--- src/rtl/fight_data_control.sv ---
`default_nettype none
// ============================================================================
// fight_data_control : turn-based battle engine for the fight scene.
// Optional feature macro: FIGHT_CRIT_EN (double damage when ai counter is 0).
// Rev 1.0
// ============================================================================
module fight_data_control #(
  parameter logic [25:0] AI_DELAY = 26'd50_000_000
) (
  input  logic       clk,
  input  logic       reset,
  input  logic [3:0] scene_state,
  input  logic       key_U,
  input  logic       key_D,
  input  logic       key_L,
  input  logic       key_R,
  input  logic       key_C,
  input  logic [7:0] p1_pokemon_hp,
  input  logic [7:0] p1_pokemon_speed,
  input  logic [7:0] p1_skill_1_damage,
  input  logic [7:0] p1_skill_2_damage,
  input  logic [7:0] p1_skill_3_damage,
  input  logic [7:0] p2_pokemon_hp,
  input  logic [7:0] p2_pokemon_speed,
  input  logic [7:0] p2_skill_1_damage,
  input  logic [7:0] p2_skill_2_damage,
  input  logic [7:0] p2_skill_3_damage,
  output logic [7:0] p1_cur_hp,
  output logic [7:0] p2_cur_hp,
  output logic [1:0] skill_cursor,
  output logic       turn,
  output logic       attack_valid,
  output logic       last_attacker,
  output logic [7:0] last_damage,
  output logic       fight_over,
  output logic [1:0] winner
);

  localparam logic [3:0]  FIGHT_SCENE = 4'b0011;
  localparam logic [25:0] DELAY_LAST  = AI_DELAY - 26'd1;

  typedef enum logic [2:0] {
    S_IDLE      = 3'd0,
    S_LOAD      = 3'd1,
    S_P1_SELECT = 3'd2,
    S_P1_ATTACK = 3'd3,
    S_P2_WAIT   = 3'd4,
    S_P2_ATTACK = 3'd5,
    S_CHECK     = 3'd6,
    S_DONE      = 3'd7
  } state_t;

  state_t      state_q, state_d;
  logic [7:0]  p1_hp_q, p1_hp_d;
  logic [7:0]  p2_hp_q, p2_hp_d;
  logic [7:0]  dmg_q, dmg_d;
  logic [7:0]  last_damage_q, last_damage_d;
  logic [1:0]  cursor_q, cursor_d;
  logic [1:0]  winner_q, winner_d;
  logic [1:0]  ai_q, ai_d;
  logic        turn_q, turn_d;
  logic        attack_valid_q, attack_valid_d;
  logic        last_attacker_q, last_attacker_d;
  logic        fight_over_q, fight_over_d;
  logic [25:0] delay_q, delay_d;

  logic [4:0]  keys;
  logic        in_fight;
  logic [7:0]  p1_skill_raw, p2_skill_raw;
  logic [7:0]  p1_dmg_eff, p2_dmg_eff;
  logic [7:0]  hit_on_p2, hit_on_p1;

  assign keys     = {key_U, key_D, key_L, key_R, key_C};
  assign in_fight = (scene_state == FIGHT_SCENE);

  // p1 uses the highlighted skill; p2 uses skill (ai counter + 1)
  always_comb begin
    case (cursor_q)
      2'd2:    p1_skill_raw = p1_skill_2_damage;
      2'd3:    p1_skill_raw = p1_skill_3_damage;
      default: p1_skill_raw = p1_skill_1_damage;
    endcase
    case (ai_q)
      2'd1:    p2_skill_raw = p2_skill_2_damage;
      2'd2:    p2_skill_raw = p2_skill_3_damage;
      default: p2_skill_raw = p2_skill_1_damage;
    endcase
  end

`ifdef FIGHT_CRIT_EN
  function automatic logic [7:0] sat_double(input logic [7:0] raw);
    return raw[7] ? 8'hFF : {raw[6:0], 1'b0};
  endfunction

  assign p1_dmg_eff = (ai_q == 2'd0) ? sat_double(p1_skill_raw) : p1_skill_raw;
  assign p2_dmg_eff = (ai_q == 2'd0) ? sat_double(p2_skill_raw) : p2_skill_raw;
`else
  assign p1_dmg_eff = p1_skill_raw;
  assign p2_dmg_eff = p2_skill_raw;
`endif

  // Damage actually removed never exceeds the defender's remaining hp
  assign hit_on_p2 = (dmg_q > p2_hp_q) ? p2_hp_q : dmg_q;
  assign hit_on_p1 = (dmg_q > p1_hp_q) ? p1_hp_q : dmg_q;

  always_comb begin
    state_d         = state_q;
    p1_hp_d         = p1_hp_q;
    p2_hp_d         = p2_hp_q;
    dmg_d           = dmg_q;
    last_damage_d   = last_damage_q;
    cursor_d        = cursor_q;
    winner_d        = winner_q;
    turn_d          = turn_q;
    attack_valid_d  = 1'b0;
    last_attacker_d = last_attacker_q;
    delay_d         = '0;
    ai_d            = (ai_q == 2'd2) ? 2'd0 : ai_q + 2'd1;

    if ((state_q != S_IDLE) && !in_fight) begin
      state_d = S_IDLE;
    end else begin
      case (state_q)
        S_IDLE: begin
          if (in_fight) state_d = S_LOAD;
        end
        S_LOAD: begin
          p1_hp_d  = p1_pokemon_hp;
          p2_hp_d  = p2_pokemon_hp;
          cursor_d = 2'd1;
          winner_d = 2'd0;
          turn_d   = (p2_pokemon_speed > p1_pokemon_speed);
          state_d  = turn_d ? S_P2_WAIT : S_P1_SELECT;
        end
        S_P1_SELECT: begin
          case (keys)
            5'b10000: cursor_d = (cursor_q == 2'd1) ? 2'd1 : cursor_q - 2'd1;
            5'b01000: cursor_d = (cursor_q == 2'd3) ? 2'd3 : cursor_q + 2'd1;
            5'b00001: begin
              dmg_d   = p1_dmg_eff;
              state_d = S_P1_ATTACK;
            end
            default: ;
          endcase
        end
        S_P1_ATTACK: begin
          p2_hp_d         = p2_hp_q - hit_on_p2;
          last_damage_d   = hit_on_p2;
          last_attacker_d = 1'b0;
          attack_valid_d  = 1'b1;
          state_d         = S_CHECK;
        end
        S_P2_WAIT: begin
          if (delay_q == DELAY_LAST) begin
            dmg_d   = p2_dmg_eff;
            state_d = S_P2_ATTACK;
          end else begin
            delay_d = delay_q + 26'd1;
          end
        end
        S_P2_ATTACK: begin
          p1_hp_d         = p1_hp_q - hit_on_p1;
          last_damage_d   = hit_on_p1;
          last_attacker_d = 1'b1;
          attack_valid_d  = 1'b1;
          state_d         = S_CHECK;
        end
        S_CHECK: begin
          if (p2_hp_q == 8'd0) begin
            winner_d = 2'd1;
            state_d  = S_DONE;
          end else if (p1_hp_q == 8'd0) begin
            winner_d = 2'd2;
            state_d  = S_DONE;
          end else begin
            turn_d  = ~turn_q;
            state_d = turn_q ? S_P1_SELECT : S_P2_WAIT;
          end
        end
        S_DONE: ;
        default: state_d = S_IDLE;
      endcase
    end

    fight_over_d = (state_d == S_DONE);
  end

  always_ff @(posedge clk) begin
    if (reset) begin
      state_q         <= S_IDLE;
      p1_hp_q         <= 8'd0;
      p2_hp_q         <= 8'd0;
      dmg_q           <= 8'd0;
      last_damage_q   <= 8'd0;
      cursor_q        <= 2'd1;
      winner_q        <= 2'd0;
      ai_q            <= 2'd0;
      turn_q          <= 1'b0;
      attack_valid_q  <= 1'b0;
      last_attacker_q <= 1'b0;
      fight_over_q    <= 1'b0;
      delay_q         <= 26'd0;
    end else begin
      state_q         <= state_d;
      p1_hp_q         <= p1_hp_d;
      p2_hp_q         <= p2_hp_d;
      dmg_q           <= dmg_d;
      last_damage_q   <= last_damage_d;
      cursor_q        <= cursor_d;
      winner_q        <= winner_d;
      ai_q            <= ai_d;
      turn_q          <= turn_d;
      attack_valid_q  <= attack_valid_d;
      last_attacker_q <= last_attacker_d;
      fight_over_q    <= fight_over_d;
      delay_q         <= delay_d;
    end
  end

  assign p1_cur_hp     = p1_hp_q;
  assign p2_cur_hp     = p2_hp_q;
  assign skill_cursor  = cursor_q;
  assign turn          = turn_q;
  assign attack_valid  = attack_valid_q;
  assign last_attacker = last_attacker_q;
  assign last_damage   = last_damage_q;
  assign fight_over    = fight_over_q;
  assign winner        = winner_q;

endmodule
`default_nettype wire

--- config.mk ---
export PLATFORM = sky130hd
export DESIGN_NAME = fight_data_control
export DESIGN_NICKNAME = d
export VERILOG_FILES = /design/src/rtl/fight_data_control.sv
export SDC_FILE = /design/constraint.sdc
export NUM_CORES = 1
export LEC_CHECK = 0
export CAP_MARGIN = 20
export CORE_AREA = 4 4 83 124
export DETAILED_ROUTE_END_ITERATION = 10
export DIE_AREA = 0 0 87 128
export DONT_BUFFER_PORTS = 1
export PLACE_DENSITY = 0.7
export SYNTH_ARGS = -nofsm -noshare
export SYNTH_HDL_FRONTEND = slang
export SYNTH_SLANG_ARGS = --single-unit
--- constraint.sdc ---
create_clock -name clk -period 4.9 [get_ports clk]
set_input_delay 0 -clock clk [delete_from_list [all_inputs] [get_ports clk]]
set_output_delay 0 -clock clk [all_outputs]
set_load 0.005 [all_outputs]
# == Word level (Yosys, flattened, before mapping) ==
# Cells that the tools add are included.
# word_totals
ff_bits,71
latch_bits,0
ramBits,0
mem_bits_ro,0
word_cells,102
n_memories,0
# op_classes
add_sub_neg,6
n_mul,0
div_mod_pow,0
magnitude_cmp,3
eq_ne,23
n_shift,0
mux,31
bitwise_logic,3
reduce_logical,23
# ops
op,n
$pmux W8 S2,6
$mux W8,4
$add A26 B1 Y26 const B,1
$eq A26 B26 Y1 const B,1
$gt A8 B8 Y1,3
$mux W3,8
$pmux W3 S6,1
$logic_not A8 Y1,2
$sub A8 B8 Y8,2
$eq A3 B3 Y1 const B,4
$pmux W2 S2,3
$reduce_bool A2 Y1,6
$mux W2,4
$reduce_and A4 Y1,2
$eq A2 B2 Y1 const B,3
$eq A3 B2 Y1 const B,2
$ne A2 B2 Y1 const B,3
$ne A3 B3 Y1 const B,2
$reduce_and A2 Y1,3
$reduce_and A3 Y1,2
$reduce_or A2 Y1,3
$eq A5 B1 Y1 const B,1
$eq A5 B4 Y1 const B,1
$eq A5 B5 Y1 const B,1
other kinds (14),21

# == Longest topological paths before layout ==
# depth
ltp_word,6
depth_mapped,20
mapped_depth_nobuf,18

# == Worst setup path before layout ==
# No wires, ideal clock.
# synth_path
path_type,reg2reg
startpoint,"reg p2_hp_q[5], in the netlist p2_cur_hp[5]"
endpoint,"reg p2_hp_q[7], in the netlist p2_cur_hp[7]"
t_arrival_ns,3.663
required_time_ns,4.814
slack_ns,1.150
stages_incl_launch_ff,19
path_buffers,2
cell_sequence,dfxtp_1 clkbuf_1 inv_1 ha_1 nand4_1 nor2_1 a211o_1 nand2_1 buf_2 mux2i_1 ha_1 nor2b_1 o21ai_0 nand2_1 o211ai_1 nand3_1 a221oi_2 xnor2_1 a221oi_2
# synth_between
elab_chain_cells,4
# synth_lines
element,line_no,rtl
"start, declared",55,"logic [7:0] p2_hp_q, p2_hp_d;"
"start signal, assigned",206,p2_hp_q <= p2_hp_d;
$gt A8 B8 Y1,103,assign hit_on_p2 = (dmg_q > p2_hp_q) ? p2_hp_q : dmg_q;
$mux W8,103,
$sub A8 B8 Y8 (*),147,p2_hp_d = p2_hp_q - hit_on_p2;
$pmux W8 S2 (*),123,case (state_q)
# Every way passes the cells marked *; elsewhere a longest branch is shown, timed or not.
# A chain may end at the register's enable or synchronous reset.

# == Final worst setup path ==
# layout_path
startpoint,"reg p1_hp_q[3], in the netlist p1_cur_hp[3]"
endpoint,"reg p1_hp_q[4], in the netlist p1_cur_hp[4]"
# layout_between
elab_chain_cells,4
# layout_lines
element,line_no,rtl
"start, declared",54,"logic [7:0] p1_hp_q, p1_hp_d;"
"start signal, assigned",205,p1_hp_q <= p1_hp_d;
$gt A8 B8 Y1,104,assign hit_on_p1 = (dmg_q > p1_hp_q) ? p1_hp_q : dmg_q;
$mux W8,104,
$sub A8 B8 Y8 (*),162,p1_hp_d = p1_hp_q - hit_on_p1;
$pmux W8 S2 (*),123,
# Marks and branches as above.

==> results.cfg <==
[clock_network]
cts.clk_slew.worst_paths_ns = 0.07
clkSinkCount = 71
cts_tree = yes
cts-root-buf = clkbuf_16
postCtsSetupBuffers = 0
insertion_delay_ns = 0.34
cts_buffers = 9
htreeDepth = 3
cts_max_path_buffers = 2

[detailed_routing]
wirelength_mm = 14.9
ant_nets = 0
wl_per_cell_um = 18.8
drc = 0
vias_per_cell = 6.21
vias = 4895
drtIter0Drc = 287
dr.pass1.iters = 5

[yosys]
synth_edf_count = 0
synth_area_mm2 = 0.00510
yosysWarnings = 0
yosys.area.top_type = dfxtp_1
synthTopCellsByArea = dfxtp_1 (28%), ha_1 (10%), a21oi_1 (7.5%)
async_flop_share_pct = 0
syn_nets = 807
synthCells = 673
synth_top_area_share_pct = 27.9
yosys.cell_types.count = 58
ys_seq_elements = 71
yosys_most_used_dff = dfxtp_1
ys_seq_area_share_pct = 27.9
syn_area_per_cell_um2 = 7.57

[global_routing]
grt_usage_pct = 26.9
grt_antenna_before_repair = 0
grt_pass1_wl_mm = 23.5
grt_max_degree = 34
grt_overflow = 0
grt_pass1_vias = 4867

[pwr]
finalPower_mw = 1.47
leakage_nw = 2.08
ir_drop_mv = 0.266
cellPowerDensity_mw_per_mm2 = 260

[setup_path]
crit_fanout = 11
crit_end = p1_cur_hp[4]$_SDFFE_PP0P_
start_kind = flop
r2r_end = p1_cur_hp[4]$_SDFFE_PP0P_
cp.arrival_ns = 4.58
crit_path_start = p1_cur_hp[3]$_SDFFE_PP0P_
endpoint_kind = flop
critical_path_class = reg -> reg
worstReg2RegStart = p1_cur_hp[3]$_SDFFE_PP0P_
worstRegToRegCells = 17
crit_required_ns = 5.13
r2r_slack_ns = 0.56

[floorplan]
ios = 123
initial_utilization_pct = 55.4
die_h_um = 128
rows = 43
die_area_mm2 = 0.0111
die_w_um = 87
coreArea_mm2 = 0.00920

[sta]
period_needed_ns = 4.34
layout_setup_ws_ns = 0.555
max_freq_ghz = 0.230
hold_viol = 0
rsz0062_at_grt = no
max_slew.worst_pin.slew_ns = 0.994
setup_tns_ns = 0
period_share_pct = 88.7
worst_clock_skew_ns = 0.0106
slew_viol_final = 0
setup_viol = 0
slew_headroom_pct = 33.7

[finish]
nets = 805
seqCellArea_mm2 = 0.00142
design_area_mm2 = 0.00564
layout-drive-gt1-share_pct = 5.03
syn_to_final_growth_pct = 10.7
antenna_cells = 0
n_fill_cell = 832
multi_input_area_mm2 = 0.00340

[placement]
placed_cell_area_mm2 = 0.00514
hpwl_mm = 11.3
port-buffer-count = 0
preCtsSetupSlack_ns = 0.732
globalplace.congestion = 0.908

[outcome]
status = finished clean

[flow_run]
drv_cap = 0

[worst_hold_path]
hold_path.class = in -> reg
## stage by stage
stage / cells / utilization [%] / hold slack [ns]
final: 788 / 61.3 / 0.00510
after global routing: 788 / 61.3 / 0.0355
after CTS: 788 / 61.3 / 0.00269
after detailed placement: 758 / 55.9 / 0.0728
after global placement: 758 / 55.9 / 0.0706
after floorplan: 673 / - / 0.239
## cell usage in the layout, fill, tap and decap left out, types with 5 or more instances in the layout
| cell | instances |
|---|---|
| a211oi_1 | 14 |
| and3_1 | 6 |
| a21oi_1 | 76 |
| o21ai_0 | 25 |
| dlygate4sd3_1 | 13 |
| xnor2_1 | 20 |
| nand2_1 | 70 |
| o221ai_1 | 9 |
| inv_1 | 39 |
| xor2_1 | 18 |
| a221oi_1 | 5 |
| nor2b_1 | 10 |
| nor2_1 | 89 |
| ha_1 | 41 |
| a22o_1 | 8 |
| a22oi_1 | 8 |
| dfxtp_1 | 71 |
| clkbuf_16 | 9 |
| nand3_1 | 18 |
| nand4_1 | 13 |
| o211ai_1 | 5 |
| nor4_1 | 7 |
| mux2i_1 | 16 |
| nor3_1 | 14 |
## synth_stat cells (all sizes together), types with 5 or more instances
| library cell | instances |
|---|---|
| a211oi | 15 |
| a21oi | 77 |
| a221oi | 7 |
| a22o | 8 |
| a22oi | 8 |
| and2 | 5 |
| and3 | 6 |
| buf | 6 |
| clkbuf | 25 |
| dfxtp | 71 |
| ha | 41 |
| inv | 39 |
| mux2i | 16 |
| nand2 | 70 |
| nand3 | 18 |
| nand4 | 13 |
| nor2 | 90 |
| nor2b | 10 |
| nor3 | 14 |
| nor4 | 7 |
| o211ai | 5 |
| o21ai | 29 |
| o221ai | 10 |
| xnor2 | 20 |
| xor2 | 18 |
## power by group
part           switching [mW]  internal, mW  total [mW]  leakage (nW)
registers             0.00459         0.581       0.586         0.572
logic                  0.0650        0.0453       0.110          1.34
clock network           0.262         0.509       0.772         0.168
## routing by layer
metal / global-route usage [%] / share of wire (%) / vias up
met3: 4.76 / 5.0 / 50
met5: 0 / 0 / -
li1: - / - / 2394
met4: 15.3 / 4.8 / 0
met2: 47.5 / 52 / 150
met1: 29.5 / 38 / 2301
## final cells by class
class	instances	share of cell area (%)
multi-input combinational	531	60.3
sequential	71	25.2
clock buffer	10	4.24
timing repair buffer	18	3.19
inverter	40	2.66
tap	112	2.48
clock inverter	6	1.91
## how the worst min path moves through the flow
stage	startpoint	endpoint	cells past startpoint
5_1_grt	reset	skill_cursor[0]$_SDFFE_PP1P_	2
4_1_cts	p1_pokemon_hp[6]	p1_cur_hp[6]$_SDFFE_PP0P_	4
3_3_place_gp	reset	p2_cur_hp[7]$_SDFFE_PP0P_	1
2_1_floorplan	p2_pokemon_hp[1]	p2_cur_hp[1]$_SDFFE_PP0P_	2
3_5_place_dp	reset	p2_cur_hp[7]$_SDFFE_PP0P_	1
6_report	p2_pokemon_hp[2]	p2_cur_hp[2]$_SDFFE_PP0P_	4
## kinds of logic after synthesis
group                      share of synthesized area, %
AOI/OAI and AO/OA                                  23.7
muxes                                              3.36
buffers and inverters                              5.43
adders and majority gates                          10.9
DFF                                                27.9
xor gates and xnor gates                           6.53
and+or+nand+nor                                    22.2
## repair_timing
action,in CTS,in global routing
endpoints found under the hold margin,33,0
hold buffers,14,0
resized for setup,0,0
endpoints found under the setup margin,0,0
## critical path, stage by stage (launching register included)
cell and delay, ns:
dfxtp_1 0.56, inv_1 0.14, ha_1 0.34, nand4_1 0.11, nor2_1 0.23, a211o_2 0.24
nand2_1 0.19, o21ai_0 0.35, ha_1 0.23, inv_1 0.05, fa_1 0.39, a21o_1 0.21
o31ai_1 0.10, a21oi_1 0.14, xor2_1 0.17, o221ai_1 0.15, a21oi_1 0.09, dlygate4sd3_1 0.55
## sequential cells by signal, summed over array words and instances (netlist names)
register	flops
p1_cur_hp	8
dmg_q	8
winner	2
last_damage	8
last_attacker	1
turn	1
delay_q	26
fight_over	1
p2_cur_hp	8
skill_cursor	2
attack_valid	1
ai_q	2
state_q	3
(Power assumes the default switching activity.)
